## config.mk

```make
export PLATFORM = sky130hd
export DESIGN_NAME = accel_resp_sequencer_flat
export DESIGN_NICKNAME = d
export VERILOG_FILES = /design/src/rtl/accel_resp_sequencer_if.sv /design/src/rtl/accel_resp_sequencer.sv /design/src/flat_wrapper.sv
export SDC_FILE = /design/constraint.sdc
export NUM_CORES = 1
export LEC_CHECK = 0
export ABC_CLOCK_PERIOD_IN_PS = 17810
export CAP_MARGIN = 20
export CELL_PAD_IN_SITES_DETAIL_PLACEMENT = 1
export CELL_PAD_IN_SITES_GLOBAL_PLACEMENT = 1
export CORE_ASPECT_RATIO = 2
export CORE_MARGIN = 4
export CORE_UTILIZATION = 51
export DETAILED_ROUTE_END_ITERATION = 8
export PLACE_DENSITY = 0.8
export SLEW_MARGIN = 40
export SYNTH_ARGS = -nofsm -noshare
export SYNTH_HDL_FRONTEND = slang
export SYNTH_SLANG_ARGS = --single-unit
```

## constraint.sdc

```tcl
create_clock -name clk_i -period 17.81 [get_ports clk_i]
set_input_delay 1.781 -clock clk_i [delete_from_list [all_inputs] [get_ports clk_i]]
set_output_delay 1.781 -clock clk_i [all_outputs]
set_load 0.02 [all_outputs]
```

## src/rtl/accel_resp_sequencer_if.sv

```systemverilog
// rtl/accel_resp_sequencer_if.sv - request/result/response bundle for accel_resp_sequencer
// Signal suffixes are from the sequencer's point of view (slave modport).
interface accel_resp_sequencer_if #(
    parameter int NrEntries = 4,
    parameter int TransIdW  = 3,
    parameter int XLEN      = 64
);
    logic                           req_valid_i;
    logic                           req_ready_o;
    logic [TransIdW-1:0]            req_trans_id_i;
    logic                           req_is_rd_i;
    logic [4:0]                     req_rd_i;
    logic                           res_valid_i;
    logic                           res_ready_o;
    logic [XLEN-1:0]                res_data_i;
    logic                           res_error_i;
    logic                           resp_valid_o;
    logic                           resp_ready_i;
    logic [TransIdW-1:0]            resp_trans_id_o;
    logic [XLEN-1:0]                resp_data_o;
    logic                           resp_we_o;
    logic [4:0]                     resp_rd_o;
    logic                           resp_error_o;
    logic [$clog2(NrEntries+1)-1:0] outstanding_o;

    modport master (
        output req_valid_i, req_trans_id_i, req_is_rd_i, req_rd_i,
        output res_valid_i, res_data_i, res_error_i, resp_ready_i,
        input  req_ready_o, res_ready_o, resp_valid_o, resp_trans_id_o,
        input  resp_data_o, resp_we_o, resp_rd_o, resp_error_o, outstanding_o
    );

    modport slave (
        input  req_valid_i, req_trans_id_i, req_is_rd_i, req_rd_i,
        input  res_valid_i, res_data_i, res_error_i, resp_ready_i,
        output req_ready_o, res_ready_o, resp_valid_o, resp_trans_id_o,
        output resp_data_o, resp_we_o, resp_rd_o, resp_error_o, outstanding_o
    );
endinterface

```

## src/rtl/accel_resp_sequencer.sv

```systemverilog
// rtl/accel_resp_sequencer.sv - in-order accelerator response sequencer
// Optional feature: ACCEL_RESP_ERROR_EN stores result errors and suppresses rd writes on error.
module accel_resp_sequencer #(
    parameter int NrEntries = 4,
    parameter int TransIdW  = 3,
    parameter int XLEN      = 64
) (
    input  logic                  clk_i,
    input  logic                  rst_i,
    input  logic                  flush_i,
    accel_resp_sequencer_if.slave bus
);
    localparam int PtrW = (NrEntries > 1) ? $clog2(NrEntries) : 1;
    localparam int CntW = $clog2(NrEntries + 1);
    localparam logic [CntW-1:0] Full = CntW'(NrEntries);

    logic [TransIdW-1:0]  id_mem_q   [NrEntries];
    logic [4:0]           rd_mem_q   [NrEntries];
    logic [XLEN-1:0]      data_mem_q [NrEntries];
    logic [NrEntries-1:0] is_rd_mem_q;
`ifdef ACCEL_RESP_ERROR_EN
    logic [NrEntries-1:0] err_mem_q;
`endif

    logic [PtrW-1:0] iwptr_q, iwptr_d, irptr_q, irptr_d;
    logic [PtrW-1:0] rwptr_q, rwptr_d, rrptr_q, rrptr_d;
    logic [CntW-1:0] icnt_q, icnt_d, rcnt_q, rcnt_d, pend_q, pend_d;

    logic clr, req_push, res_push, resp_fire, res_pop;
    logic head_valid, head_is_rd, res_avail, head_err;

    assign clr        = rst_i | flush_i;
    assign head_valid = (icnt_q != '0);
    assign head_is_rd = is_rd_mem_q[irptr_q];
    assign res_avail  = (rcnt_q != '0);

    // No bypass when full: readiness depends only on registered occupancy.
    assign bus.req_ready_o   = (icnt_q != Full);
    assign bus.res_ready_o   = (pend_q != '0) && (rcnt_q != Full);
    assign bus.outstanding_o = icnt_q;

    assign req_push  = bus.req_valid_i & bus.req_ready_o & ~clr;
    assign res_push  = bus.res_valid_i & bus.res_ready_o & ~clr;
    assign resp_fire = bus.resp_valid_o & bus.resp_ready_i & ~clr;
    assign res_pop   = resp_fire & head_is_rd;

`ifdef ACCEL_RESP_ERROR_EN
    assign head_err = err_mem_q[rrptr_q];
`else
    logic unused_res_error;
    assign unused_res_error = bus.res_error_i;
    assign head_err         = 1'b0;
`endif

    always_comb begin
        iwptr_d = iwptr_q + PtrW'(req_push);
        irptr_d = irptr_q + PtrW'(resp_fire);
        rwptr_d = rwptr_q + PtrW'(res_push);
        rrptr_d = rrptr_q + PtrW'(res_pop);
        icnt_d  = icnt_q + CntW'(req_push) - CntW'(resp_fire);
        rcnt_d  = rcnt_q + CntW'(res_push) - CntW'(res_pop);
        pend_d  = pend_q + CntW'(req_push & bus.req_is_rd_i) - CntW'(res_push);
    end

    always_ff @(posedge clk_i) begin
        if (rst_i || flush_i) begin
            iwptr_q <= '0;
            irptr_q <= '0;
            rwptr_q <= '0;
            rrptr_q <= '0;
            icnt_q  <= '0;
            rcnt_q  <= '0;
            pend_q  <= '0;
        end else begin
            iwptr_q <= iwptr_d;
            irptr_q <= irptr_d;
            rwptr_q <= rwptr_d;
            rrptr_q <= rrptr_d;
            icnt_q  <= icnt_d;
            rcnt_q  <= rcnt_d;
            pend_q  <= pend_d;
        end
    end

    // Payload storage is never cleared; the counters decide what is live.
    always_ff @(posedge clk_i) begin
        if (req_push) begin
            id_mem_q[iwptr_q]    <= bus.req_trans_id_i;
            rd_mem_q[iwptr_q]    <= bus.req_rd_i;
            is_rd_mem_q[iwptr_q] <= bus.req_is_rd_i;
        end
        if (res_push) begin
            data_mem_q[rwptr_q] <= bus.res_data_i;
`ifdef ACCEL_RESP_ERROR_EN
            err_mem_q[rwptr_q]  <= bus.res_error_i;
`endif
        end
    end

    always_comb begin
        bus.resp_valid_o    = 1'b0;
        bus.resp_trans_id_o = '0;
        bus.resp_rd_o       = '0;
        bus.resp_data_o     = '0;
        bus.resp_we_o       = 1'b0;
        bus.resp_error_o    = 1'b0;
        if (head_valid) begin
            bus.resp_trans_id_o = id_mem_q[irptr_q];
            bus.resp_rd_o       = rd_mem_q[irptr_q];
            if (!head_is_rd) begin
                bus.resp_valid_o = 1'b1;
            end else if (res_avail) begin
                bus.resp_valid_o = 1'b1;
                bus.resp_data_o  = data_mem_q[rrptr_q];
                bus.resp_error_o = head_err;
                bus.resp_we_o    = ~head_err;
            end
        end
    end
endmodule

```

## src/flat_wrapper.sv

```systemverilog
// flat-port wrapper written by rule: the top's interface ports become plain ports
module accel_resp_sequencer_flat 
#(
    parameter int NrEntries = 4,
    parameter int TransIdW  = 3,
    parameter int XLEN      = 64
)
  (clk_i, rst_i, flush_i, bus_req_valid_i, bus_req_trans_id_i, bus_req_is_rd_i, bus_req_rd_i, bus_res_valid_i, bus_res_data_i, bus_res_error_i, bus_resp_ready_i, bus_req_ready_o, bus_res_ready_o, bus_resp_valid_o, bus_resp_trans_id_o, bus_resp_data_o, bus_resp_we_o, bus_resp_rd_o, bus_resp_error_o, bus_outstanding_o);
  accel_resp_sequencer_if #(.NrEntries(NrEntries), .TransIdW(TransIdW), .XLEN(XLEN)) bus_i ();
  input  logic clk_i;
  input  logic rst_i;
  input  logic flush_i;
  input wire logic [$bits(bus_i.req_valid_i)-1:0] bus_req_valid_i;
  input wire logic [$bits(bus_i.req_trans_id_i)-1:0] bus_req_trans_id_i;
  input wire logic [$bits(bus_i.req_is_rd_i)-1:0] bus_req_is_rd_i;
  input wire logic [$bits(bus_i.req_rd_i)-1:0] bus_req_rd_i;
  input wire logic [$bits(bus_i.res_valid_i)-1:0] bus_res_valid_i;
  input wire logic [$bits(bus_i.res_data_i)-1:0] bus_res_data_i;
  input wire logic [$bits(bus_i.res_error_i)-1:0] bus_res_error_i;
  input wire logic [$bits(bus_i.resp_ready_i)-1:0] bus_resp_ready_i;
  output wire logic [$bits(bus_i.req_ready_o)-1:0] bus_req_ready_o;
  output wire logic [$bits(bus_i.res_ready_o)-1:0] bus_res_ready_o;
  output wire logic [$bits(bus_i.resp_valid_o)-1:0] bus_resp_valid_o;
  output wire logic [$bits(bus_i.resp_trans_id_o)-1:0] bus_resp_trans_id_o;
  output wire logic [$bits(bus_i.resp_data_o)-1:0] bus_resp_data_o;
  output wire logic [$bits(bus_i.resp_we_o)-1:0] bus_resp_we_o;
  output wire logic [$bits(bus_i.resp_rd_o)-1:0] bus_resp_rd_o;
  output wire logic [$bits(bus_i.resp_error_o)-1:0] bus_resp_error_o;
  output wire logic [$bits(bus_i.outstanding_o)-1:0] bus_outstanding_o;
  assign bus_i.req_valid_i = bus_req_valid_i;
  assign bus_i.req_trans_id_i = bus_req_trans_id_i;
  assign bus_i.req_is_rd_i = bus_req_is_rd_i;
  assign bus_i.req_rd_i = bus_req_rd_i;
  assign bus_i.res_valid_i = bus_res_valid_i;
  assign bus_i.res_data_i = bus_res_data_i;
  assign bus_i.res_error_i = bus_res_error_i;
  assign bus_i.resp_ready_i = bus_resp_ready_i;
  assign bus_req_ready_o = bus_i.req_ready_o;
  assign bus_res_ready_o = bus_i.res_ready_o;
  assign bus_resp_valid_o = bus_i.resp_valid_o;
  assign bus_resp_trans_id_o = bus_i.resp_trans_id_o;
  assign bus_resp_data_o = bus_i.resp_data_o;
  assign bus_resp_we_o = bus_i.resp_we_o;
  assign bus_resp_rd_o = bus_i.resp_rd_o;
  assign bus_resp_error_o = bus_i.resp_error_o;
  assign bus_outstanding_o = bus_i.outstanding_o;
  accel_resp_sequencer #(.NrEntries(NrEntries), .TransIdW(TransIdW), .XLEN(XLEN)) u_core (.clk_i(clk_i), .rst_i(rst_i), .flush_i(flush_i), .bus(bus_i));
endmodule
```

==> run summary <==
status: complete, no violations
worst-skew pair later-pin latency: 0.53 ns
min cycle time layout: 5.62 ns
design area: 0.0148 mm²
Vias: 5876
DRT Wirelength: 26800 µm
crit path buf inv count: 2
Tcrit/Tclk final: 31.6%
worst-path fanout max: 38
grt ovf: 0
Clock H-tree levels: 1
port bufs: 157
f_max: 178 MHz
Max IR drop VDD: 83.6 µV
TritonRoute pass-1 iters: 4
WL per Instance: 25.6 µm
Die Y: 225 µm
vias in the first global route: 6892
Die ar.: 0.0262 mm²
vias per inst: 5.63
crit path DAT: 3.84 ns
Initial Util: 51.6%
Iter 0 DRT Violations: 318
P_leak: 4.66 nW
post-CTS sizing: 0
Seq cells post-synth: 309
fin worst setup slack: 12.19 ns
initial antenna violation count: 3
Cells after Synth: 568
Final ANT Viol Nets: 0
max-slew violations: 0
I/O pins: 160
placed cell area: 0.0139 mm²
core box area: 0.0232 mm²
CTS Hold Bufs: 0
Setup CP Type: reg2out
Req. time, crit path: 16.03 ns
crit-path cells: mux4_2 -> nand3_2 -> buf_4 -> nor2b_1 -> clkdlybuf4s50_1
RSZ-0062 raised after global routing: no
fin util: 63.9%
Residual DRC: 0
Fillers: 1920
Clock Sinks: 309
CTS tree: yes
max_cap viols: 0
CP max stage delay: 0.80 ns
first-pass GRT wire length: 41100 µm
Final HPWL DP: 17800 µm
Post-Syn Area per Cell: 21.1 µm²
Area growth syn-to-layout: 23.8%
Final Hold Fails: 0
most frequent cells in the layout: edfxtp_1, clkdlybuf4s50_1, mux4_2
DP Worst Slack: 12.61 ns
Setup Fix Bufs, Post-CTS: 0
crit path max-delay cell type: dfxtp_1
Fin Clk Skew: 0.0126 ns
Netlist cell types: 33
crit path capture type: output pin
Yosys Warn Count: 0
post-synthesis sequential area ratio: 76.0%
Chip Width: 116 µm
pin count of the biggest net entering global routing: 65
Min-Delay Path Class: reg2reg
Max-slew headroom: 50.5%
nets@finish: 829
family with the most delay on the worst path: buffers and inverters
share of cells above drive strength 1: 18.3%
Post-Syn Nets: 659
clock root buffer: clkbuf_16
final setup TNS: 0 ns
Clock transition at path regs: 0.07 ns
commonest non-fill, non-tap cell in the layout: edfxtp_1
Slew @ Worst Pin: 0.741 ns
Global Route Usage Sum: 21.2%
setup violators final: 0
Mapped Area: 0.0120 mm²
RePlAce Congestion: 0.756
CTS Buffer Depth: 3
PwrDens: 96.3 mW/mm²
Critical Path Source Type: flop
# rows: 79
number of buffers created by CTS: 26
==> worst reg2reg max path, cell delays in order, from the launching register on <==
cell and delay, ns:
dfxtp_1 0.80, mux4_2 0.67, a21boi_0 0.31, and2_1 0.23, ha_1 0.25, inv_1 0.07
ha_1 0.14, inv_1 0.05, fa_1 0.37, xor2_1 0.16, and2_1 0.17, nor3_1 0.11
==> power by group <==
group	total [mW]	internal (mW)	switching (mW)
sequential	0.795	0.794	0.000532
clock	0.603	0.355	0.248
combinational	0.0321	0.0180	0.0141
total	1.43	1.17	0.263
==> synthesized netlist by cell type (all sizes together) <==
cell type,instances,area share [%]
fa,3,0.50
or3b,1,0.073
conb,1,0.031
edfxtp,292,73
inv,13,0.41
nor3b,4,0.25
nor2,9,0.28
nor3,6,0.25
ha,8,0.83
xor2,1,0.073
nand4,3,0.16
or2,2,0.10
and2,20,1.0
nand3,2,0.13
xnor2,8,0.58
a21boi,1,0.063
or4,1,0.063
buf,18,1.2
nor2b,64,3.3
nand2,2,0.063
or3,4,0.21
mux4,73,14
clkbuf,10,0.32
and3,3,0.16
mux2i,2,0.17
dfxtp,17,2.8
==> stage by stage <==
step	total power, mW	hold slack [ns]	cells
6_report	1.43	0.579	1044
5_1_grt	1.47	0.633	1044
4_1_cts	1.44	0.580	1041
3_5_place_dp	0.843	0.566	993
3_3_place_gp	0.839	0.529	988
2_1_floorplan	0.816	0.506	568
==> flip-flops by register name (all words and copies together), names as in the netlist <==
| signal | count |
|---|---|
| u_core.data_mem_q | 256 |
| u_core.rd_mem_q | 20 |
| u_core.id_mem_q | 12 |
| u_core.is_rd_mem_q | 4 |
| u_core.bus.outstanding_o | 3 |
| u_core.pend_q | 3 |
| u_core.rcnt_q | 3 |
| u_core.irptr_q | 2 |
| u_core.iwptr_q | 2 |
| u_core.rrptr_q | 2 |
| u_core.rwptr_q | 2 |
==> routing by layer <==
metal	global-route usage [%]	routed length [µm]
met1	23.2	8840
met2	39.9	15700
met3	3.50	1310
met4	8.09	893
met5	0	0
==> worst paths after layout <==
kind	cells past startpoint	start	slack [ns]	to
setup / recovery	5	u_core.irptr_q[0]	12.19	bus_resp_data_o[8]
hold / removal	2	u_core.pend_q[1]	0.58	u_core.pend_q[2]
setup reg to reg	11	u_core.irptr_q[0]	14.40	u_core.bus.outstanding_o[2]
hold reg to reg	2	u_core.pend_q[1]	0.58	u_core.pend_q[2]
==> cell families (layout without fill, tap and decap cells) <==
| kind of cell | count (synthesis) | after routing | share of synthesized area [%] |
|---|---|---|---|
| flops | 309 | 309 | 76.0 |
| simple gates | 121 | 121 | 6.12 |
| mux | 75 | 75 | 13.9 |
| buf+inv | 41 | 231 | 1.94 |
| fa+ha+maj | 11 | 11 | 1.34 |
| xor+xnor | 9 | 9 | 0.658 |
| other cells | 1 | 4 | 0.0313 |
| compound gates | 1 | 1 | 0.0626 |
==> final cells by class <==
cell class | count | area (µm²) | share of cell area [%]
Multi-Input combinational cell | 218 | 2670 | 18.0
Timing Repair Buffer | 170 | 1740 | 11.7
Clock inverter | 15 | 203 | 1.37
Inverter | 13 | 48.8 | 0.329
Tap cell | 283 | 354 | 2.39
Clock buffer | 33 | 708 | 4.77
Sequential cell | 309 | 9120 | 61.4
Antenna cell | 3 | 7.51 | 0.0506
(Power assumes the default switching activity.)
